## src/rtl/gshare_predictor.sv

```systemverilog
// rtl/gshare_predictor.sv - gshare direction predictor with speculative GHR,
// mispredict recovery from per-prediction checkpoints and saturating statistics.
module gshare_predictor #(
  parameter int          GHR_BITS  = 3,
  parameter int          PC_BITS   = 8,
  parameter logic [1:0]  CTR_INIT  = 2'b01,
  parameter int          STAT_BITS = 16
) (
  input  logic                 clk,
  input  logic                 reset,
  input  logic                 pred_req,
  input  logic [PC_BITS-1:0]   pred_pc,
  output logic                 pred_valid,
  output logic                 pred_taken,
  output logic [GHR_BITS-1:0]  pred_idx,
  output logic [GHR_BITS-1:0]  pred_ghr,
  input  logic                 upd_en,
  input  logic [GHR_BITS-1:0]  upd_idx,
  input  logic                 upd_taken,
  input  logic                 upd_mispredict,
  input  logic [GHR_BITS-1:0]  upd_ghr,
  output logic [GHR_BITS-1:0]  ghr_out,
  output logic [STAT_BITS-1:0] stat_preds,
  output logic [STAT_BITS-1:0] stat_mispreds
);
  localparam int ENTRIES = 1 << GHR_BITS;

  logic [1:0]           pht_q [ENTRIES];
  logic [1:0]           pht_d [ENTRIES];
  logic [GHR_BITS-1:0]  ghr_q, ghr_d;
  logic                 pred_valid_q, pred_valid_d;
  logic                 pred_taken_q, pred_taken_d;
  logic [GHR_BITS-1:0]  pred_idx_q, pred_idx_d;
  logic [GHR_BITS-1:0]  pred_ghr_q, pred_ghr_d;
  logic [STAT_BITS-1:0] stat_preds_q, stat_preds_d;
  logic [STAT_BITS-1:0] stat_mispreds_q, stat_mispreds_d;

  logic [GHR_BITS-1:0]  idx;
  logic [1:0]           cnt;
  logic [1:0]           upd_cnt;
  logic                 unused_pc;

  // Only the low PC bits take part in the hash.
  assign unused_pc = ^pred_pc;

  always_comb begin
    idx             = pred_pc[GHR_BITS-1:0] ^ ghr_q;
    cnt             = pht_q[idx];
    upd_cnt         = pht_q[upd_idx];
    pht_d           = pht_q;
    ghr_d           = ghr_q;
    pred_valid_d    = pred_req;
    pred_taken_d    = pred_taken_q;
    pred_idx_d      = pred_idx_q;
    pred_ghr_d      = pred_ghr_q;
    stat_preds_d    = stat_preds_q;
    stat_mispreds_d = stat_mispreds_q;

    if (pred_req) begin
      pred_taken_d = cnt[1];
      pred_idx_d   = idx;
      pred_ghr_d   = ghr_q;
      ghr_d        = {ghr_q[GHR_BITS-2:0], cnt[1]};
      if (stat_preds_q != '1) stat_preds_d = stat_preds_q + 1'b1;
    end

    // PHT read above already captured the pre-update counter; recovery overrides the shift.
    if (upd_en) begin
      if (upd_taken) begin
        if (upd_cnt != 2'b11) pht_d[upd_idx] = upd_cnt + 2'b01;
      end else begin
        if (upd_cnt != 2'b00) pht_d[upd_idx] = upd_cnt - 2'b01;
      end
      if (upd_mispredict) begin
        ghr_d = {upd_ghr[GHR_BITS-2:0], upd_taken};
        if (stat_mispreds_q != '1) stat_mispreds_d = stat_mispreds_q + 1'b1;
      end
    end
  end

  always_ff @(posedge clk or posedge reset) begin
    if (reset) begin
      for (int i = 0; i < ENTRIES; i++) pht_q[i] <= CTR_INIT;
      ghr_q           <= '0;
      pred_valid_q    <= 1'b0;
      pred_taken_q    <= 1'b0;
      pred_idx_q      <= '0;
      pred_ghr_q      <= '0;
      stat_preds_q    <= '0;
      stat_mispreds_q <= '0;
    end else begin
      pht_q           <= pht_d;
      ghr_q           <= ghr_d;
      pred_valid_q    <= pred_valid_d;
      pred_taken_q    <= pred_taken_d;
      pred_idx_q      <= pred_idx_d;
      pred_ghr_q      <= pred_ghr_d;
      stat_preds_q    <= stat_preds_d;
      stat_mispreds_q <= stat_mispreds_d;
    end
  end

  assign pred_valid    = pred_valid_q;
  assign pred_taken    = pred_taken_q;
  assign pred_idx      = pred_idx_q;
  assign pred_ghr      = pred_ghr_q;
  assign ghr_out       = ghr_q;
  assign stat_preds    = stat_preds_q;
  assign stat_mispreds = stat_mispreds_q;
endmodule

```

## config.mk

```make
export PLATFORM = sky130hd
export DESIGN_NAME = gshare_predictor
export DESIGN_NICKNAME = d
export VERILOG_FILES = /design/src/rtl/gshare_predictor.sv
export SDC_FILE = /design/constraint.sdc
export NUM_CORES = 1
export LEC_CHECK = 0
export CAP_MARGIN = 5
export CORE_UTILIZATION = 25
export DETAILED_ROUTE_END_ITERATION = 16
export SLEW_MARGIN = 20
export SYNTH_ARGS = -nofsm -noshare
export SYNTH_HDL_FRONTEND = slang
export SYNTH_SLANG_ARGS = --single-unit
```

## constraint.sdc

```tcl
create_clock -name clk -period 3.1 [get_ports clk]
set_clock_uncertainty 0.1 [all_clocks]
set_input_delay 0.62 -clock clk [delete_from_list [all_inputs] [get_ports clk]]
set_output_delay 0.62 -clock clk [all_outputs]
set_load 0.05 [all_outputs]
```

==> key figures, run 1 <==
Clock tree
  • CTS tree: built
  • Max clock buf depth: 2
  • Clock sinks: 59
  • Number of buffers created by CTS: 9
  • Buffer cell driving the clock tree root: clkbuf_16
  • # resized after CTS: 0
  • Setup Fix Bufs, Post-CTS: 0
  • Maximum level of the CTS H-tree: 3
  • Hold buffers post-CTS: 0
  • Clock latency at the later pin of the worst-skew pair: 0.32 ns
  • Clk pin slew, worst setup/hold paths: 0.05 ns

Timing
  • Worst-case hold slack: 0.397 ns
  • Tmin final: 2.92 ns
  • Measured slew at the worst slew-check pin: 0.753 ns
  • Final period utilization: 0.942
  • Number of hold violations in the final report: 0
  • Slew Limit Headroom: 0.498
  • RSZ-0062 raised after global routing: false
  • Final WS setup: 0.181 ns
  • Number of slew-limit violations in the final report: 0
  • Setup_tns: 0 ns
  • Maximum frequency from static timing analysis: 343 MHz
  • Setup violation total in the final timing report: 0

Pwr
  • Seq pwr share: 0.352
  • Pwr per Cell Area: 897 nW/um^2
  • Logic gate share of total power: 0.382
  • Final total power: 3.68 mW
  • Internal Pwr Total: 2.27 mW
  • Sw Share: 0.383
  • Static leakage power: 1.76 nW
  • Peak supply drop: 0.320 mV
  • Power dissipated by switching net loads: 1.41 mW
  • Clk network pwr share: 0.267

GRT
  • Antenna violations before repair: 0
  • Combined global-route utilization of all metal layers: 0.119
  • Sum of overflow across all layers after global routing: 0
  • Pin count of the biggest net entering global routing: 60
  • Global-route wire length before repair: 11600 um
  • Number of global-route vias before repair: 2288

Min path
  • Worst Min Path Start: stat_preds[12]
  • Kind of path behind the tightest hold check: flop to flop
  • Hold worst-path end: stat_preds[12]
  • WHS Path Cells: 1

Placed design
  • Count of buffers from port buffering: 56
  • Sum of net half-perimeters after detailed placement: 5100 um
  • Number of cells after detailed placement: 467
  • Post-DP Area: 3810 um^2
  • Gp weighted congestion: 0.794
  • Pre-CTS setup slack: -0.150 ns

Synthesis
  • Fraction of registers with async set or reset after synthesis: 1.00
  • Post-synthesis sequential area ratio: 0.494
  • Mapped cell area: 3010 um^2
  • Synthesized Nets: 286
  • Most used flip-flop cell after synthesis: dfrtp_1
  • Unique cell type count in the Yosys netlist: 43
  • Count of mapped cells out of synthesis: 262
  • Synthesized area per cell: 11.5 um^2
  • Total of flip-flops plus latches after synthesis: 59
  • Number of enable-type register cells in the synthesized netlist: 0
  • Count of synthesis-stage warnings from yosys: 0

Layout
  • Commonest cells after routing, fill and taps aside: clkdlybuf4s50_1 (56), dfrtp_1 (51), mux2_2 (25)
  • Layout Utilization: 0.355
  • Layout cell share with drive strength beyond 1: 0.209
  • Most frequent standard cell in the layout excluding fill and tap cells: clkdlybuf4s50_1
  • Final Instance Count excl. Fillers: 483
  • # fillers: 1165
  • Finished layout cell area: 4100 um^2
  • Register cell area after layout: 1490 um^2
  • # nets final: 359
  • Antenna fix cells: 0
  • Synthesis-to-layout area growth: 36.5%
  • Multi-input combinational cell area: 1470 um^2

Worst setup path
  • Internal reg-to-reg setup slack: 0.71 ns
  • Signal arrival time at the worst endpoint: 3.02 ns
  • Worst Setup Start Kind: primary input
  • Required arrival time at the worst endpoint: 3.20 ns
  • Path depth of the worst reg2reg path: 9
  • Worst Path Class, Setup: primary input to flop
  • Critical Path Source: upd_idx[2]
  • Maximum fanout along the worst path: 8
  • Reg2Reg Capture Point: pht_q[9]
  • Critical Path End Type: flop

Detailed routing
  • Final routed DRC violation total: 6
  • First-pass iteration count of the detailed router: 10
  • Starting DRT DRC Count: 76
  • Average wire per cell in the routed design: 14.2 um
  • Total via count in the routed design: 2267
  • Number of nets with antenna violations after routing: 0
  • Overall routed net length: 6850 um
  • Via-to-Cell Ratio: 4.69

Die
  • Initial core utilization: 0.260
  • Placeable core area: 11600 um^2
  • Die footprint: 12500 um^2
  • Boundary Pins: 63
  • Core Rows: 39
  • Die Y-Extent: 112 um
  • Horiz. Die Dim: 112 um

Run status
  • Violations in the final reports: DRC
  • Result of the run: finished with violations

Run
  • Max-Cap Viols: 0
==> power groups by stage <==
stage | clock network [mW] | registers [mW] | logic, mW
finish | 0.982 | 1.29 | 1.40
global route | 1.05 | 1.34 | 1.49
CTS | 1.01 | 1.30 | 1.42
detailed placement | 0 | 1.31 | 1.42
global placement | 0 | 1.30 | 1.40
floorplan | 0 | 1.72 | 0.516
==> how the worst max path moves through the flow <==
stage,end,slack (ns)
finish,pht_q[9],0.18
global route,pht_q[9],0.06
CTS,pht_q[9],0.18
detailed placement,pht_q[9],-0.15
global placement,pht_q[9],-0.14
floorplan,pht_q[9],0.21
==> synth_stat cells (2+ instances only) <==
library cell,number,area share
dfrtp_1,51,0.42
mux2_2,25,0.094
nand2_1,18,0.022
nor2_1,18,0.022
xor2_1,18,0.052
xnor2_1,13,0.038
mux2i_1,10,0.033
nand4_1,9,0.019
and3_1,8,0.017
dfstp_2,8,0.070
nand3_1,8,0.013
inv_1,7,0.0087
a21oi_1,6,0.010
o21ai_0,6,0.010
a211oi_1,5,0.012
nor4_1,5,0.010
ha_1,4,0.017
nor3_1,4,0.0067
and2_1,3,0.0062
and4_1,3,0.0087
clkbuf_1,3,0.0037
nand3b_1,3,0.0075
o211ai_1,3,0.0075
a31oi_1,2,0.0042
nand4_2,2,0.0083
nor4_2,2,0.0083
nor4b_2,2,0.010
==> cell type report <==
type                            count  share of cell area
Timing Repair Buffer               67               0.157
Clock buffer                       11              0.0591
Clock inverter                      5              0.0128
Multi-Input combinational cell    191               0.359
Sequential cell                    59               0.362
Tap cell                          143              0.0436
Inverter                            7             0.00640
==> cell families (layout without fill, tap and decap cells) <==
logic type               Yosys count  count (layout)  share of synthesized area
flip-flops                        59              59                      0.494
AND/OR/NAND/NOR                   93              93                      0.186
adder cells (fa/ha/maj)            4               4                     0.0166
XOR/XNOR                          31              31                     0.0903
AO/OA/AOI/OAI                     26              26                     0.0545
multiplexers                      37              37                      0.143
buffers and inverters             12              90                     0.0154
==> per-layer routing <==
layer / up-vias / GRT usage / wire, um
met3: 2 / 0.0392 / 274
li1: 1107 / - / -
met1: 1119 / 0.152 / 3220
met2: 39 / 0.190 / 3330
met4: 0 / 0.0360 / 33
met5: - / 0 / 0
==> critical path: stages <==
cell	delay, ns
clkdlybuf4s50_1	0.54
buf_4	0.20
mux2i_1	0.08
nand2_1	0.06
o21ai_0	0.12
mux2_2	0.30
ha_1	0.19
mux2i_1	0.14
and3b_1	0.21
and3_1	0.20
mux2_2	0.34
No activity file was read; power rests on OpenSTA's default activity.
==> run 2: changes to the inputs <==
--- a/config.mk
+++ b/config.mk
@@ -6,8 +6,11 @@
 export NUM_CORES = 1
 export LEC_CHECK = 0
 export CAP_MARGIN = 5
+export CELL_PAD_IN_SITES_DETAIL_PLACEMENT = 0
+export CELL_PAD_IN_SITES_GLOBAL_PLACEMENT = 1
 export CORE_UTILIZATION = 25
 export DETAILED_ROUTE_END_ITERATION = 16
+export PLACE_DENSITY_LB_ADDON = 0.1
 export SLEW_MARGIN = 20
 export SYNTH_ARGS = -nofsm -noshare
 export SYNTH_HDL_FRONTEND = slang
==> key figures, run 2 (synthesis results as in run 1) <==
Run status
  • Result of the run: finished with violations
  • Violations in the final reports: DRC

Layout
  • Commonest cells after routing, fill and taps aside: clkdlybuf4s50_1 (56), dfrtp_1 (51), mux2_2 (25)
  • Layout cell share with drive strength beyond 1: 0.208
  • # nets final: 360
  • Layout Utilization: 0.356
  • Final Instance Count excl. Fillers: 484
  • Most frequent standard cell in the layout excluding fill and tap cells: clkdlybuf4s50_1
  • Antenna fix cells: 0
  • Finished layout cell area: 4110 um^2
  • Synthesis-to-layout area growth: 36.8%

Clock tree
  • Clk pin slew, worst setup/hold paths: 0.05 ns
  • Maximum level of the CTS H-tree: 3
  • Buffer cell driving the clock tree root: clkbuf_16
  • Number of buffers created by CTS: 9
  • Setup Fix Bufs, Post-CTS: 0
  • CTS tree: built
  • Max clock buf depth: 2
  • Clock latency at the later pin of the worst-skew pair: 0.33 ns
  • Clock sinks: 59

GRT
  • Antenna violations before repair: 0
  • Global-route wire length before repair: 12200 um
  • Number of global-route vias before repair: 2353
  • Sum of overflow across all layers after global routing: 0
  • Pin count of the biggest net entering global routing: 40
  • Combined global-route utilization of all metal layers: 0.127

Placed design
  • Post-DP Area: 3830 um^2
  • Sum of net half-perimeters after detailed placement: 5260 um
  • Number of cells after detailed placement: 468
  • Pre-CTS setup slack: -0.241 ns
  • Gp weighted congestion: 0.727
  • Count of buffers from port buffering: 56

Worst setup path
  • Required arrival time at the worst endpoint: 3.21 ns
  • Worst Path Class, Setup: primary input to flop
  • Critical Path End Type: flop
  • Signal arrival time at the worst endpoint: 3.00 ns
  • Maximum fanout along the worst path: 6
  • Worst Setup Start Kind: primary input

Detailed routing
  • Starting DRT DRC Count: 74
  • Average wire per cell in the routed design: 14.8 um
  • Overall routed net length: 7140 um
  • First-pass iteration count of the detailed router: 10
  • Via-to-Cell Ratio: 4.69
  • Number of nets with antenna violations after routing: 0
  • Total via count in the routed design: 2268
  • Final routed DRC violation total: 4

Die
  • Die Y-Extent: 112 um
  • Placeable core area: 11600 um^2
  • Horiz. Die Dim: 112 um
  • Die footprint: 12500 um^2
  • Initial core utilization: 0.260
  • Boundary Pins: 63
  • Core Rows: 39

Timing
  • Final period utilization: 0.935
  • Number of slew-limit violations in the final report: 0
  • Setup violation total in the final timing report: 0
  • Maximum frequency from static timing analysis: 345 MHz
  • Measured slew at the worst slew-check pin: 0.615 ns
  • Tmin final: 2.90 ns
  • RSZ-0062 raised after global routing: false
  • Slew Limit Headroom: 0.587
  • Worst-case hold slack: 0.387 ns
  • Final WS setup: 0.202 ns
  • Number of hold violations in the final report: 0
  • Setup_tns: 0 ns

Pwr
  • Pwr per Cell Area: 887 nW/um^2
  • Final total power: 3.65 mW
  • Peak supply drop: 0.346 mV
  • Static leakage power: 1.77 nW

Run
  • Max-Cap Viols: 0

Min path
  • Kind of path behind the tightest hold check: flop to flop
## run 2: cell types whose count changed in the layout (fill, tap and decap cells not counted), sizes merged
| cell | before | now |
|---|---|---|
| buf | 11 | 12 |
| clkbuf | 11 | 14 |
| clkinvlp | 1 | 0 |
| bufinv | 1 | 0 |
| clkinv | 3 | 2 |
## run 2: layout make-up
class	instances	area [um^2]
Fill cell	1185	7450
Sequential cell	59	1490
Multi-Input combinational cell	191	1470
Timing Repair Buffer	68	663
Clock buffer	14	274
Tap cell	143	179
Inverter	7	26.3
Clock inverter	2	10.0
## run 2: metal layers
metal  global-route usage  routed length, um  up-vias
met4               0.0459                 89        0
li1                     -                  -     1097
met3               0.0452                329        7
met1                0.160               3390     1116
met2                0.199               3330       48
met5                    0                  0        -
## run 2: repair_timing
item	4_1_cts	5_1_grt
endpoints found under the setup margin	0	9
hold buffers	0	0
resized for setup	0	2
## run 2: power breakdown
group | switching (mW) | internal [mW] | leakage (nW)
clock | 0.334 | 0.603 | 0.143
sequential | 0.252 | 1.05 | 0.723
combinational | 0.824 | 0.584 | 0.903
## run 2: worst paths after layout
kind	cells past startpoint	to	startpoint	slack (ns)
setup / recovery	11	pht_q[9]	upd_idx[2]	0.20
hold / removal	1	stat_mispreds[15]	stat_mispreds[15]	0.39
setup reg to reg	9	pht_q[9]	flop	0.75
hold reg to reg	1	stat_mispreds[15]	stat_mispreds[15]	0.39
max in group asynchronous	3	async pin	reset	1.70
min in group asynchronous	2	stat_mispreds[12]	reset	0.55
## run 2: critical path, cell delays in order
cell and delay [ns]:
clkdlybuf4s50_1 0.55, buf_4 0.19, mux2i_1 0.20, nand2_1 0.06, o21ai_1 0.13, mux2i_1 0.11, ha_1 0.22, mux2i_1 0.15
and3b_1 0.22, and3_1 0.21, mux2_2 0.34
